==> src/rtl/agex_issue_ctrl_pkg.sv <==
// Shared types for the DE->AGEX issue control slice.
package agex_issue_ctrl_pkg;

    // Architectural register id (R0..R7).
    typedef logic [2:0] lc3b_reg;

    // One in-flight instruction as seen by the hazard tracker.
    typedef struct packed {
        logic    valid;
        lc3b_reg dr_id;
        logic    dr_we;
        logic    sets_cc;
    } inflight_t;

    // Width of the AGEX control word that agex_cs_kill zeroes.
    localparam int AGEX_CS_WIDTH = 20;

    // Default number of downstream stages tracked (AGEX, MEM, SR).
    localparam int INFLIGHT_DEPTH = 3;

    // An entry blocks a reader of `id` only if it really writes that register.
    function automatic logic reg_match(input inflight_t e, input lc3b_reg id);
        return e.valid & e.dr_we & (e.dr_id == id);
    endfunction

endpackage

==> src/rtl/agex_scoreboard.sv <==
// Shift-register tracker of in-flight destinations plus RAW/CC hazard detect.
// Entry 0 mirrors the AGEX latch, the last entry is the stage about to retire.
module agex_scoreboard
    import agex_issue_ctrl_pkg::*;
#(
    parameter int INFLIGHT = INFLIGHT_DEPTH
) (
    input  logic      clk,
    input  logic      reset_n,
    input  logic      advance,      // downstream moving this cycle
    input  logic      kill_head,    // drop entry 0 regardless of advance
    input  inflight_t issue_entry,  // what enters AGEX when advancing
    input  logic      de_valid,
    input  lc3b_reg   de_sr1_id,
    input  logic      de_sr1_used,
    input  lc3b_reg   de_sr2_id,
    input  logic      de_sr2_used,
    input  logic      de_cc_used,
    output logic      hazard
);

    inflight_t entry_q [INFLIGHT];
    inflight_t entry_d [INFLIGHT];

    logic [INFLIGHT-1:0] sr1_hit;
    logic [INFLIGHT-1:0] sr2_hit;
    logic [INFLIGHT-1:0] cc_hit;

    // Per-entry comparators against the decoded sources.
    generate
        for (genvar gi = 0; gi < INFLIGHT; gi++) begin : g_cmp
            assign sr1_hit[gi] = reg_match(entry_q[gi], de_sr1_id);
            assign sr2_hit[gi] = reg_match(entry_q[gi], de_sr2_id);
            assign cc_hit[gi]  = entry_q[gi].valid & entry_q[gi].sets_cc;
        end
    endgenerate

    // No forwarding: any in-flight producer of a used source blocks issue.
    assign hazard = de_valid & ((de_sr1_used & (|sr1_hit))
                              | (de_sr2_used & (|sr2_hit))
                              | (de_cc_used  & (|cc_hit)));

    // Next tracker contents: shift when advancing, head kill wins over hold.
    always_comb begin
        for (int i = 0; i < INFLIGHT; i++) begin
            entry_d[i] = entry_q[i];
        end
        if (advance) begin
            entry_d[0] = issue_entry;
            for (int i = 1; i < INFLIGHT; i++) begin
                entry_d[i] = entry_q[i-1];
            end
        end
        if (kill_head) begin
            entry_d[0].valid = 1'b0;
        end
    end

    // Tracker state register; reset drops all tracking.
    always_ff @(posedge clk or negedge reset_n) begin
        if (!reset_n) begin
            for (int i = 0; i < INFLIGHT; i++) begin
                entry_q[i] <= '0;
            end
        end else begin
            for (int i = 0; i < INFLIGHT; i++) begin
                entry_q[i] <= entry_d[i];
            end
        end
    end

endmodule

==> src/rtl/agex_issue_ctrl.sv <==
// Issue control for the DE->AGEX latch bank: issue, bubble or hold each cycle.
module agex_issue_ctrl
    import agex_issue_ctrl_pkg::*;
#(
    parameter int INFLIGHT = INFLIGHT_DEPTH,
    parameter int CNT_W    = 16
) (
    input  logic             clk,
    input  logic             reset_n,
    input  logic             de_valid,
    input  logic [2:0]       de_sr1_id,
    input  logic             de_sr1_used,
    input  logic [2:0]       de_sr2_id,
    input  logic             de_sr2_used,
    input  logic [2:0]       de_dr_id,
    input  logic             de_dr_we,
    input  logic             de_cc_used,
    input  logic             de_sets_cc,
    input  logic             agex_stall,
    input  logic             flush,
    output logic             de_stall,
    output logic             load_agex_npc,
    output logic             load_agex_ir,
    output logic             load_agex_sr1,
    output logic             load_agex_sr2,
    output logic             load_agex_cc,
    output logic             load_agex_drid,
    output logic             load_agex_cs,
    output logic             agex_cs_kill,
    output logic             agex_valid,
    output logic [CNT_W-1:0] hazard_cycles
);

    logic             hazard;
    logic             load_real;
    inflight_t        issue_entry;
    logic             agex_valid_q, agex_valid_d;
    logic [CNT_W-1:0] hazard_cycles_q, hazard_cycles_d;

    agex_scoreboard #(.INFLIGHT(INFLIGHT)) u_scoreboard (
        .clk         (clk),
        .reset_n     (reset_n),
        .advance     (~agex_stall),
        .kill_head   (flush),
        .issue_entry (issue_entry),
        .de_valid    (de_valid),
        .de_sr1_id   (de_sr1_id),
        .de_sr1_used (de_sr1_used),
        .de_sr2_id   (de_sr2_id),
        .de_sr2_used (de_sr2_used),
        .de_cc_used  (de_cc_used),
        .hazard      (hazard)
    );

    // Priority mux: reset > flush > downstream stall > hazard > issue > empty.
    always_comb begin
        load_real       = 1'b0;
        load_agex_cs    = 1'b0;
        agex_cs_kill    = 1'b0;
        de_stall        = 1'b1;
        agex_valid_d    = agex_valid_q;
        hazard_cycles_d = hazard_cycles_q;
        issue_entry     = '0;
        if (!reset_n) begin
            // Held idle with DE frozen while reset is asserted.
        end else if (flush) begin
            load_agex_cs = 1'b1;
            agex_cs_kill = 1'b1;
            de_stall     = 1'b0;
            agex_valid_d = 1'b0;
        end else if (agex_stall) begin
            // Everything holds; tracker frozen by the scoreboard.
        end else if (hazard) begin
            load_agex_cs = 1'b1;
            agex_cs_kill = 1'b1;
            agex_valid_d = 1'b0;
            if (hazard_cycles_q != {CNT_W{1'b1}}) begin
                hazard_cycles_d = hazard_cycles_q + {{(CNT_W-1){1'b0}}, 1'b1};
            end
        end else if (de_valid) begin
            load_real           = 1'b1;
            load_agex_cs        = 1'b1;
            de_stall            = 1'b0;
            agex_valid_d        = 1'b1;
            issue_entry.valid   = 1'b1;
            issue_entry.dr_id   = de_dr_id;
            issue_entry.dr_we   = de_dr_we;
            issue_entry.sets_cc = de_sets_cc;
        end else begin
            load_agex_cs = 1'b1;
            agex_cs_kill = 1'b1;
            de_stall     = 1'b0;
            agex_valid_d = 1'b0;
        end
    end

    assign load_agex_npc  = load_real;
    assign load_agex_ir   = load_real;
    assign load_agex_sr1  = load_real;
    assign load_agex_sr2  = load_real;
    assign load_agex_cc   = load_real;
    assign load_agex_drid = load_real;
    assign agex_valid     = agex_valid_q;
    assign hazard_cycles  = hazard_cycles_q;

    // AGEX valid flag and saturating hazard-bubble counter.
    always_ff @(posedge clk or negedge reset_n) begin
        if (!reset_n) begin
            agex_valid_q    <= 1'b0;
            hazard_cycles_q <= '0;
        end else begin
            agex_valid_q    <= agex_valid_d;
            hazard_cycles_q <= hazard_cycles_d;
        end
    end

endmodule

==> config.mk <==
export PLATFORM = sky130hd
export DESIGN_NAME = agex_issue_ctrl
export DESIGN_NICKNAME = d
export VERILOG_FILES = /design/src/rtl/agex_issue_ctrl_pkg.sv /design/src/rtl/agex_scoreboard.sv /design/src/rtl/agex_issue_ctrl.sv
export SDC_FILE = /design/constraint.sdc
export NUM_CORES = 1
export LEC_CHECK = 0
export ABC_AREA = 1
export BUFFER_PORTS_ARGS = -buffer_cell sky130_fd_sc_hd__clkbuf_2
export CAP_MARGIN = 25
export CORE_UTILIZATION = 40
export CTS_CLUSTER_SIZE = 30
export DETAILED_ROUTE_END_ITERATION = 12
export PLACE_DENSITY = 0.66
export SETUP_SLACK_MARGIN = 0.15
export SKIP_LAST_GASP = 1
export SLEW_MARGIN = 20
export SYNTH_ARGS = -nofsm -noshare
export SYNTH_HDL_FRONTEND = slang
export SYNTH_SLANG_ARGS = --single-unit
==> constraint.sdc <==
create_clock -name clk -period 1.75 [get_ports clk]
set_clock_uncertainty 0.15 [all_clocks]
set_input_delay 0.175 -clock clk [delete_from_list [all_inputs] [get_ports clk]]
set_output_delay 0.175 -clock clk [all_outputs]
set_load 0.02 [all_outputs]
Word-level counts from Yosys, hierarchy flattened
Index checks and enable logic that the tools add are counted.
{ "op_classes": {"muxes": 25, "n_addsub": 1, "n_reduce_logical": 5, "n_eq_ne": 8, "bitwise": 20} }
{ "op_table": {"columns": ["operator", "n"], "rows": [
  ["6-bit 2-to-1 mux", 4],
  ["1-bit 2-to-1 mux", 20],
  ["3-bit equality test", 6],
  ["18-bit 2-to-1 mux", 1],
  ["16-bit by 1-bit adder with 16-bit output (second input constant)", 1],
  ["1-bit AND", 16],
  ["16-bit != test (second input constant)", 1],
  ["3-bit OR reduction", 3],
  ["5-bit AND reduction", 1],
  ["2-bit by 1-bit != test with 1-bit output (second input constant)", 1],
  ["1-bit inverter", 2],
  ["1-bit OR", 2],
  ["2-bit AND reduction", 1]
]} }
{ "totals": {"word_cells": 73, "input_bits": 19, "reg_bits": 35, "output_inout_bits": 26} }

Longest topological paths before layout
Gate-level depths: netlist (run 1).
{ "logic_depth": {"word_depth": 12, "ltp_mapped": 13, "ltp_nobuf": 11} }

Modules after synthesis
Synthesis (run 1) repeated with hierarchy kept, for this count alone.
{ "unflattened": {"hier_cells": 338, "hier_area_um2": 2248.4} }
{ "by_module_without_submodules": {"columns": ["mod", "cells_each", "n_inst", "seq_area_each_um2", "area_each_um2"], "rows": [
  ["agex_issue_ctrl", 173, 1, 425.4, 1188.6],
  ["agex_scoreboard", 165, 1, 450.4, 1059.8]
]} }

Least setup slack after synthesis (run 1)
OpenSTA, ideal clock, no wires.
{ "synth_timing": {"path_kind": "register to output", "from": "register u_scoreboard.entry_q[9] (netlist name)", "to": "output load_agex_drid", "arrival_time_ps": 1678, "path_buffers": 2, "setup_slack_ps": -253, "path_stages_with_launch": 14, "t_required_ps": 1425, "cell_sequence": "dfrtp_1 inv_1 nand2_1 nand2_1 nor2_1 nand2_1 nand3_2 nand2_4 nand3_4 buf_12 nor2_2 nand2_1 inv_1 buf_4"} }
{ "synth_via": {"elab_chain_cells": 11, "word_cells_on_any_way": 15, "cone_classes": "eq/ne: 2; mux: 4; bitwise: 7; reduce/logical: 2"} }
{ "synth_rtl": {"columns": ["element", "line_no", "rtl"], "rows": [
  ["start: declaration", "agex_scoreboard.sv:22", "inflight_t entry_q [INFLIGHT];"],
  ["start signal: indexed assignment", "agex_scoreboard.sv:67", "entry_q[i] <= entry_d[i];"],
  ["3-bit equality test", "agex_issue_ctrl_pkg.sv:23", "return e.valid & e.dr_we & (e.dr_id == id);"],
  ["1-bit AND", "agex_issue_ctrl_pkg.sv:23", null],
  ["3-bit OR reduction, on equally long branches", "agex_scoreboard.sv:39, agex_scoreboard.sv:40", null],
  ["1-bit AND, on equally long branches", "agex_scoreboard.sv:39, agex_scoreboard.sv:40", null],
  ["1-bit OR *", "agex_scoreboard.sv:40", "| (de_sr2_used & (|sr2_hit))"],
  ["1-bit OR *", "agex_scoreboard.sv:41", "| (de_cc_used & (|cc_hit)));"],
  ["1-bit AND *", "agex_scoreboard.sv:39", "assign hazard = de_valid & ((de_sr1_used & (|sr1_hit))"],
  ["1-bit 2-to-1 mux *", "agex_issue_ctrl.sv:73", "end else if (hazard) begin"],
  ["1-bit 2-to-1 mux *", "agex_issue_ctrl.sv:71", "end else if (agex_stall) begin"],
  ["1-bit 2-to-1 mux *", "agex_issue_ctrl.sv:66", "end else if (flush) begin"],
  ["1-bit 2-to-1 mux *", "agex_issue_ctrl.sv:64", "if (!reset_n) begin"],
  ["end: declaration", "agex_issue_ctrl.sv:27", "output logic load_agex_drid,"]
]} }
Mark *: on every way between the ends. The rest lies on a longest branch, timed or not.

Worst setup path after layout (run 1)
{ "layout_timing": {"from": "register u_scoreboard.entry_q[8] (netlist name)", "to": "output load_agex_sr2"} }
{ "layout_via": {"elab_chain_cells": 11, "word_cells_on_any_way": 15, "cone_classes": "eq/ne: 2; mux: 4; bitwise: 7; reduce/logical: 2"} }
{ "layout_rtl": {"columns": ["element", "line_no", "rtl"], "rows": [
  ["3-bit equality test", "agex_issue_ctrl_pkg.sv:23", null],
  ["1-bit AND", "agex_issue_ctrl_pkg.sv:23", null],
  ["3-bit OR reduction, on equally long branches", "agex_scoreboard.sv:39, agex_scoreboard.sv:40", null],
  ["1-bit AND, on equally long branches", "agex_scoreboard.sv:39, agex_scoreboard.sv:40", null],
  ["1-bit OR *", "agex_scoreboard.sv:40", null],
  ["1-bit OR *", "agex_scoreboard.sv:41", null],
  ["1-bit AND *", "agex_scoreboard.sv:39", null],
  ["1-bit 2-to-1 mux *", "agex_issue_ctrl.sv:73", null],
  ["1-bit 2-to-1 mux *", "agex_issue_ctrl.sv:71", null],
  ["1-bit 2-to-1 mux *", "agex_issue_ctrl.sv:66", null],
  ["1-bit 2-to-1 mux *", "agex_issue_ctrl.sv:64", null],
  ["end: declaration", "agex_issue_ctrl.sv:25", "output logic load_agex_sr2,"]
]} }
Marks and branches as above.

==> results of run 1 <==
final cells by class:
class,instances,area share
multi-input cells,229,0.409
flip-flops and latches,35,0.299
repair buffers,70,0.191
inverters,32,0.0430
well taps,70,0.0298
clock buffers,5,0.0234
clock inverters,3,0.00511
routing by layer:
metal	vias to the layer above	track usage	routed length, µm
li1	1101	-	-
met1	992	0.285	2640
met2	60	0.322	2660
met3	6	0.0464	381
met4	0	0.0596	38
met5	-	0	0
power by group through the flow:
stage	logic [mW]	registers, mW	clock network (mW)
floorplan	0.132	0.881	0
global placement	0.223	0.875	0
detailed placement	0.227	0.876	0
CTS	0.265	0.860	0.595
global route	0.306	0.864	0.624
finish	0.276	0.861	0.573
critical path, stage by stage, from the launching register on:
cell	delay [ns]
dfrtp_1	0.41
inv_2	0.08
nand2_1	0.05
nand2_1	0.08
nor2_1	0.04
nand2_1	0.07
nand3_2	0.07
nand2_2	0.09
nand3_4	0.08
nor2_4	0.12
nand2_2	0.08
clkinv_4	0.12
buf_8	0.12
flip-flops by register name (all words and copies together), names as in the netlist:
name,count
u_scoreboard.entry_q,18
hazard_cycles,16
agex_valid,1
cell families after synthesis:
kind of cell               Yosys count  share of synthesized area
DFF                                 35                      0.391
and+or+nand+nor                    198                      0.405
buffers and inverters               46                      0.107
xor gates and xnor gates            14                     0.0548
adders and majority gates            1                    0.00559
AOI/OAI and AO/OA                   15                     0.0352
layout by cell type, fill, tap and decap left out, drive strengths merged:
| cell type | count |
|---|---|
| nor3 | 3 |
| xnor2 | 8 |
| o221ai | 1 |
| nor2 | 30 |
| dlygate4sd3 | 6 |
| nand3 | 14 |
| nand2 | 128 |
| buf | 27 |
| clkinv | 5 |
| bufbuf | 1 |
| clkbuf | 41 |
| xor2 | 6 |
| o21ai | 11 |
| and2 | 1 |
| ha | 1 |
| nand4 | 23 |
| a21oi | 3 |
| dfrtp | 35 |
| inv | 30 |
repair_timing:
| item | 4_1_cts | 5_1_grt |
|---|---|---|
| setup buffers | 3 | 2 |
| endpoints found under the setup margin | 26 | 31 |
| resized for setup | 21 | 19 |
| hold endpoints to repair | 40 | 0 |
| hold buffers | 6 | 0 |
| pin swaps | 3 | 9 |
| gates cloned | 2 | 0 |
final timing paths:
kind                       depth (start not counted)                       end                startpoint
setup / recovery                                  12             load_agex_sr2   u_scoreboard.entry_q[8]
hold / removal                                     4  u_scoreboard.entry_q[17]                     flush
setup reg to reg                                  13         hazard_cycles[12]  u_scoreboard.entry_q[15]
hold reg to reg                                    2   u_scoreboard.entry_q[1]   u_scoreboard.entry_q[1]
max in group asynchronous                          3          hazard_cycles[1]                   reset_n
min in group asynchronous                          3  u_scoreboard.entry_q[15]                   reset_n
==> reports/metrics.yaml, run 1 <==
drtAntennaViolNets: 0
tns_ns: -4.08
first_iter_violations: 115
synth_edf_count: 0
cp-end-kind: "output pin"
tightest_slew_ns: 0.452
port_buffers: 44
holdWs_ns: 0.0217
outcome: "complete, but fails checks"
setup_violations: 26
die_area_um2: 5900
rsz0062_at_grt: "yes"
synth.distinct_cells: 30
clock.fmax_mhz: 491
clk_latency_ns: 0.29
syn_inst: 309
clk_path_buf_depth: 2
row_count: 26
first_pass_iters: 4
nets: 393
synth_area_leaders: "dfrtp_1 (39%), nand2_1 (21%), nand4_1 (5.9%)"
grt_usage: 0.206
synth_warnings: 0
power_frac_seq: 0.504
avgRoutedWirePerCell_um: 12.9
power_frac_clock: 0.335
cts_made_buffers: 5
preCtsSetupSlack_ns: -0.00865
drv_slew: 0
peakVddDrop_mv: 0.329
clock-sinks: 35
placed_area_um2: 2580
drv_cap: 0
p_sw_mw: 0.483
post_drt_via_cell_ratio: 4.86
worstSetupStartpointType: "register"
place_inst: 423
ys_ff_latch: 35
syn-num-nets: 329
die_h_um: 76.8
critical_path_class: "reg2out"
period_minus_slack_ns: 2.04
finalCritPeriodShare: 1.16
final_cells: 444
multi_input_area_um2: 1200
netlist_area_um2: 2240
grt_pass1_wl_um: 9500
powerDensity_nw_per_um2: 582
cts_tree: "done"
fin_util: 0.561
ys_seq_area_frac: 0.391
maxSlewHeadroom: 0.699
pwr-share-comb: 0.161
synth_top_area_frac: 0.391
dp_hpwl_um: 3940
drt_wl_total_um: 5720
finalWeightedCongestion: 0.886
grt_overflow_total: 0
core_area_um2: 5240
drc_errors: 0
worst_ep_required_time_ns: 1.42
die_x_um: 76.8
nFillCells: 498
syn_to_final_growth_pct: 31.3
grt_pass1_vias: 2007
clk_pin_slew_ns: 0.07
p_leak_nw: 1.58
hold_violations: 0
power.total_mw: 1.71
violations: "negative setup slack"
ys_async_sr_fraction: 1.00
design_area_um2: 2940
final-seq-area_um2: 878
p_int_mw: 1.23
antenna_found_initial: 0
num_vias: 2159
htreeDepth: 2
r2r_setup_slack_ns: -0.22
diodes: 0
yosys.area.top_type: "dfrtp_1"
grt_max_degree: 36
yosysMostFrequentCell: "nand2_1"
setup_ws_ns: -0.288
cts-root-buf: "clkbuf_8"
initial_utilization: 0.427
cp.arrival_ns: 1.71
pin_count: 45
synth_common_cells: "nand2_1 (125), dfrtp_1 (35), nor2_1 (28)"
layout-drive-gt1-share: 0.302
swShare: 0.282
hold_class: "in2reg"
cp_max_fo: 6
syn_avg_cell_area_um2: 7.24
synth-main-ff-cell: "dfrtp_1"
Power figures use the tool's default switching activity.
==> inputs of run 2 (changes only) <==
--- a/config.mk
+++ b/config.mk
@@ -13,7 +13,6 @@
 export DETAILED_ROUTE_END_ITERATION = 12
 export PLACE_DENSITY = 0.66
 export SETUP_SLACK_MARGIN = 0.15
-export SKIP_LAST_GASP = 1
 export SLEW_MARGIN = 20
 export SYNTH_ARGS = -nofsm -noshare
 export SYNTH_HDL_FRONTEND = slang
==> reports/metrics.yaml, run 2 (synthesized netlist as in run 1, its figures left out) <==
outcome: "complete, but fails checks"  # unchanged
violations: "negative setup slack"  # unchanged
grt_pass1_vias: 2001  # was 2007
drtAntennaViolNets: 0  # unchanged
layout-drive-gt1-share: 0.305  # was 0.302
cts_tree: "done"  # unchanged
cp-end-kind: "output pin"  # unchanged
slowest_delay_ns: 0.41  # about the same
htreeDepth: 2  # unchanged
maxSlewHeadroom: 0.697  # was 0.699
drv_slew: 0  # unchanged
drv_cap: 0  # unchanged
finalCritPeriodShare: 1.17  # was 1.16
avgRoutedWirePerCell_um: 12.8  # was 12.9 µm
initial_utilization: 0.427  # unchanged
nets: 393  # unchanged
dp_hpwl_um: 3940  # unchanged
drt_wl_total_um: 5690  # was 5720 µm
ff2ff_path_depth: 12  # was 13
clk_path_buf_depth: 2  # unchanged
final_cells: 444  # unchanged
grt_pass1_wl_um: 9430  # was 9500 µm
clk_latency_ns: 0.29  # about the same
worstSetupStartpointType: "register"  # unchanged
clock-sinks: 35  # unchanged
die_h_um: 76.8  # unchanged
largest-register: "u_scoreboard.entry_q"  # unchanged
drc_errors: 0  # unchanged
pin_count: 45  # unchanged
hold_violations: 0  # unchanged
tightest_slew_ns: 0.454  # was 0.452 ns
clock.fmax_mhz: 487  # was 491 MHz
layout.cells.most_common_list: "nand2_1 (118), clkbuf_2 (36), dfrtp_1 (33)"  # was nand2_1 (119), clkbuf_2 (36), dfrtp_1 (33)
cts_made_buffers: 5  # unchanged
cp_common_cell: "nand2_1"  # unchanged
fin_util: 0.560  # was 0.561
place_inst: 423  # unchanged
peakVddDrop_mv: 0.331  # was 0.329 mV
slowest_stage: "dfrtp_1"  # unchanged
powerDensity_nw_per_um2: 583  # was 582 nW/µm²
setup_ws_ns: -0.302  # was -0.288 ns
p_leak_nw: 1.57  # was 1.58 nW
clk_pin_slew_ns: 0.08  # was 0.07 ns
core_area_um2: 5240  # unchanged
first_pass_iters: 4  # unchanged
worst_ep_required_time_ns: 1.42  # about the same
first_iter_violations: 110  # was 115
grt_overflow_total: 0  # unchanged
cp.arrival_ns: 1.73  # was 1.71 ns
critical_path_class: "reg2out"  # unchanged
hold_depth: 4  # unchanged
antenna_found_initial: 0  # unchanged
num_vias: 2159  # unchanged
cts-root-buf: "clkbuf_8"  # unchanged
hold_class: "in2reg"  # unchanged
period_minus_slack_ns: 2.05  # was 2.04 ns
path_cells: "nand2_1, inv_1, nand2_1, nor2_1, nand2_1, nand3_2, nand2_4, nand3_4, nor2_4, nand2_2, clkinv_4, buf_8"  # was inv_2, nand2_1, nand2_1, nor2_1, nand2_1, nand3_2, nand2_2, nand3_4, nor2_4, nand2_2, clkinv_4, buf_8
port_buffers: 44  # unchanged
rsz0062_at_grt: "yes"  # unchanged
syn_to_final_growth_pct: 31.2  # was 31.3%
setup_violations: 26  # unchanged
grt_usage: 0.205  # was 0.206
mostFrequentLayoutCell: "nand2_1"  # unchanged
placed_area_um2: 2580  # unchanged
largest_register_ffs: 18  # unchanged
design_area_um2: 2930  # was 2940 µm²
finalWeightedCongestion: 0.886  # unchanged
die_x_um: 76.8  # unchanged
die_area_um2: 5900  # unchanged
row_count: 26  # unchanged
post_drt_via_cell_ratio: 4.86  # unchanged
cp_max_fo: 6  # unchanged
diodes: 0  # unchanged
grt_max_degree: 36  # unchanged
-- run 2: changes by cell type in the layout (fill, tap and decap cells not counted), sizes merged --
cell / before / now
buf: 27 / 28
bufbuf: 1 / 0
-- run 2: worst paths after layout --
check                                         startpoint                        to  slack (ns)
worst max-delay path            u_scoreboard.entry_q[11]             load_agex_sr2       -0.30
worst min-delay path                               flush  u_scoreboard.entry_q[17]        0.02
worst max register to register  u_scoreboard.entry_q[14]          hazard_cycles[9]       -0.09
worst min register to register   u_scoreboard.entry_q[1]   u_scoreboard.entry_q[1]        0.33
max in group asynchronous                        reset_n          hazard_cycles[1]        0.73
min in group asynchronous                        reset_n  u_scoreboard.entry_q[15]        0.37
-- run 2: critical path, delay by kind of cell (launching register included) --
kind	cells	cell delay, ns
buffers and inverters	3	0.29
AND/OR/NAND/NOR	9	0.73
flip-flops	1	0.41
-- run 2: power breakdown --
part,leakage (nW),switching (mW),internal [mW]
sequential,0.477,0.0236,0.838
clock,0.0477,0.302,0.272
combinational,1.05,0.160,0.116
-- run 2: repair_timing --
item                                    in CTS  in global routing
endpoints found under the setup margin      26                 31
cloned                                       2                  0
endpoints found under the hold margin       40                  0
buffers inserted                             3                  2
hold buffers                                 6                  0
pin swaps                                    3                  9
resized for setup                           23                 19
-- run 2: layout make-up --
cell class	instances	area, µm²
sequential	35	878
clock inverter	3	15.0
fill	500	2300
multi-input combinational	229	1200
tap	70	87.6
inverter	32	126
timing repair buffer	70	556
clock buffer	5	68.8
-- run 2: per-layer routing --
layer | routed length (µm) | vias up | track usage
li1 | - | 1102 | -
met1 | 2660 | 994 | 0.282
met2 | 2630 | 57 | 0.321
met3 | 345 | 6 | 0.0429
met4 | 55 | 0 | 0.0635
met5 | 0 | - | 0
-- run 2: metrics by stage --
step	power (mW)	worst slack [ns]	hold slack (ns)	TNS, ns
floorplan	1.01	-0.0955	-0.271	-0.477
global placement	1.10	0.0127	0.177	0
detailed placement	1.10	-0.00865	0.180	-0.0287
CTS	1.72	-0.278	0.0118	-2.92
global route	1.79	-0.426	0.0385	-6.66
finish	1.71	-0.302	0.0196	-3.64
==> inputs of run 3 (changes only) <==
--- a/config.mk
+++ b/config.mk
@@ -6,12 +6,12 @@
 export NUM_CORES = 1
 export LEC_CHECK = 0
 export ABC_AREA = 1
-export BUFFER_PORTS_ARGS = -buffer_cell sky130_fd_sc_hd__clkbuf_2
 export CAP_MARGIN = 25
 export CORE_UTILIZATION = 40
 export CTS_CLUSTER_SIZE = 30
 export DETAILED_ROUTE_END_ITERATION = 12
-export PLACE_DENSITY = 0.66
+export DONT_BUFFER_PORTS = 1
+export PLACE_DENSITY = 0.58
 export SETUP_SLACK_MARGIN = 0.15
 export SLEW_MARGIN = 20
 export SYNTH_ARGS = -nofsm -noshare
==> reports/metrics.yaml, run 3 (synthesized netlist as in run 1, its figures left out) <==
outcome: "complete, but fails checks"  # unchanged
violations: "negative setup slack"  # unchanged
clk_path_buf_depth: 2  # unchanged
die_x_um: 76.8  # unchanged
hold_violations: 0  # unchanged
mostFrequentLayoutCell: "nand2_1"  # unchanged
drtAntennaViolNets: 0  # unchanged
antenna_found_initial: 0  # unchanged
dp_hpwl_um: 3790  # was 3940 µm
tightest_slew_ns: 0.927  # was 0.454 ns
grt_overflow_total: 0  # unchanged
clk_pin_slew_ns: 0.07  # was 0.08 ns
row_count: 26  # unchanged
p_sw_mw: 0.451  # was 0.486 mW
port_buffers: 0  # was 44
htreeDepth: 2  # unchanged
drv_slew: 0  # unchanged
rsz0062_at_grt: "yes"  # unchanged
core_area_um2: 5240  # unchanged
drv_cap: 0  # unchanged
pwr-share-comb: 0.135  # was 0.161
finalWeightedCongestion: 0.833  # was 0.886
post_drt_via_cell_ratio: 4.85  # was 4.86
cp.arrival_ns: 1.70  # was 1.73 ns
grt_usage: 0.212  # was 0.205
setup_violations: 24  # was 26
swShare: 0.272  # was 0.284
worstHoldStart: "agex_stall"  # was flush
drt_wl_total_um: 5580  # was 5690 µm
period_minus_slack_ns: 2.02  # was 2.05 ns
first_pass_iters: 4  # unchanged
largest_register_ffs: 18  # unchanged
critical_path_class: "reg2out"  # unchanged
worstSetupStartpointType: "register"  # unchanged
clock-sinks: 35  # unchanged
timing.rr.start: "u_scoreboard.entry_q[17]"  # was u_scoreboard.entry_q[14]
largest-register: "u_scoreboard.entry_q"  # unchanged
layout-drive-gt1-share: 0.261  # was 0.305
drc_errors: 0  # unchanged
cp_max_fo: 6  # unchanged
cts-root-buf: "clkbuf_8"  # unchanged
holdWs_ns: 0.0909  # was 0.0196 ns
die_h_um: 76.8  # unchanged
power_frac_clock: 0.343  # was 0.336
pin_count: 45  # unchanged
critical_path.startpoint: "u_scoreboard.entry_q[15]"  # was u_scoreboard.entry_q[11]
syn_to_final_growth_pct: 26.3  # was 31.2%
final_cells: 422  # was 444
diodes: 0  # unchanged
num_vias: 2045  # was 2159
power_frac_seq: 0.522  # was 0.503
clock.fmax_mhz: 495  # was 487 MHz
grt_pass1_vias: 2050  # was 2001
peakVddDrop_mv: 0.326  # was 0.331 mV
power.total_mw: 1.66  # was 1.71 mW
maxSlewHeadroom: 0.382  # was 0.697
grt_pass1_wl_um: 9910  # was 9430 µm
p_leak_nw: 1.49  # was 1.57 nW
first_iter_violations: 125  # was 110
grt_max_degree: 36  # unchanged
cp-end-kind: "output pin"  # unchanged
nets: 371  # was 393
clk_latency_ns: 0.28  # was 0.29 ns
p_int_mw: 1.21  # was 1.23 mW
avgRoutedWirePerCell_um: 13.2  # was 12.8 µm
cts_made_buffers: 5  # unchanged
hold_class: "in2reg"  # unchanged
setup_ws_ns: -0.272  # was -0.302 ns
cts_tree: "done"  # unchanged
initial_utilization: 0.427  # unchanged
worst_ep_required_time_ns: 1.42  # about the same
die_area_um2: 5900  # unchanged
place_inst: 395  # was 423
finalCritPeriodShare: 1.16  # was 1.17
powerDensity_nw_per_um2: 587  # was 583 nW/µm²
layout.cells.most_common_list: "nand2_1 (112), buf_4 (35), dfrtp_1 (33)"  # was nand2_1 (118), clkbuf_2 (36), dfrtp_1 (33)
tns_ns: -4.44  # was -3.64 ns
-- run 3: cell types whose count changed in the layout (fill, tap and decap cells not counted), sizes merged --
cell / delta
buf: +12
clkbuf: -34
clkinv: -3
dlygate4sd3: +1
dlymetal6s4s: +1
inv: +1
-- run 3: power groups by stage --
stage	registers, mW	clock network, mW	logic, mW
after global routing	0.870	0.619	0.255
after floorplan	0.881	0	0.132
after detailed placement	0.881	0	0.158
after global placement	0.880	0	0.156
final	0.866	0.569	0.223
after CTS	0.865	0.591	0.216
-- run 3: routing by layer --
metal  vias to the layer above  wire length, µm  track usage
li1                       1056                -            -
met1                       933             2780        0.293
met2                        49             2470        0.337
met3                         7              261       0.0405
met4                         0               62       0.0577
met5                         -                0            0
-- run 3: metrics by stage --
step | setup WS (ns) | cell area [µm²] | util
after global routing | -0.417 | 2830 | 0.540
after global placement | -0.00364 | 2490 | 0.476
after CTS | -0.277 | 2760 | 0.527
final | -0.272 | 2830 | 0.540
after floorplan | -0.0955 | 2300 | -
after detailed placement | -0.00866 | 2490 | 0.476
-- run 3: path summary, 6_finish.rpt --
| path | to | slack, ns | cells past startpoint |
|---|---|---|---|
| max | load_agex_ir | -0.27 | 12 |
| min | hazard_cycles[9] | 0.09 | 4 |
| max reg2reg | hazard_cycles[7] | -0.19 | 11 |
| min reg2reg | u_scoreboard.entry_q[12] | 0.32 | 2 |
| max in group asynchronous | hazard_cycles[1] | 1.05 | 2 |
| min in group asynchronous | u_scoreboard.entry_q[1] | 0.19 | 2 |
-- run 3: layout make-up --
cell class | instances | area, µm²
Clock inverter | 1 | 5.00
Sequential cell | 35 | 878
Clock buffer | 7 | 76.3
Fill cell | 528 | 2410
Multi-Input combinational cell | 229 | 1230
Timing Repair Buffer | 48 | 428
Inverter | 32 | 124
Tap cell | 70 | 87.6
-- run 3: worst max-delay path, stage by stage (launching register included) --
cell	delay, ns
dfrtp_1	0.43
inv_2	0.08
nand2_1	0.05
nand2_1	0.06
nor2_1	0.04
nand2_1	0.06
nand3_2	0.09
nand2_4	0.10
nand3_4	0.08
nor2_4	0.10
nand2_2	0.08
inv_4	0.07
buf_12	0.18
-- run 3: repair_timing --
item | in CTS | in global routing
resized for setup | 9 | 16
hold buffers | 9 | 0
setup endpoints to repair | 26 | 43
pin swaps | 2 | 2
endpoints found under the hold margin | 53 | 0
buffers inserted | 5 | 4
gates cloned | 1 | 0
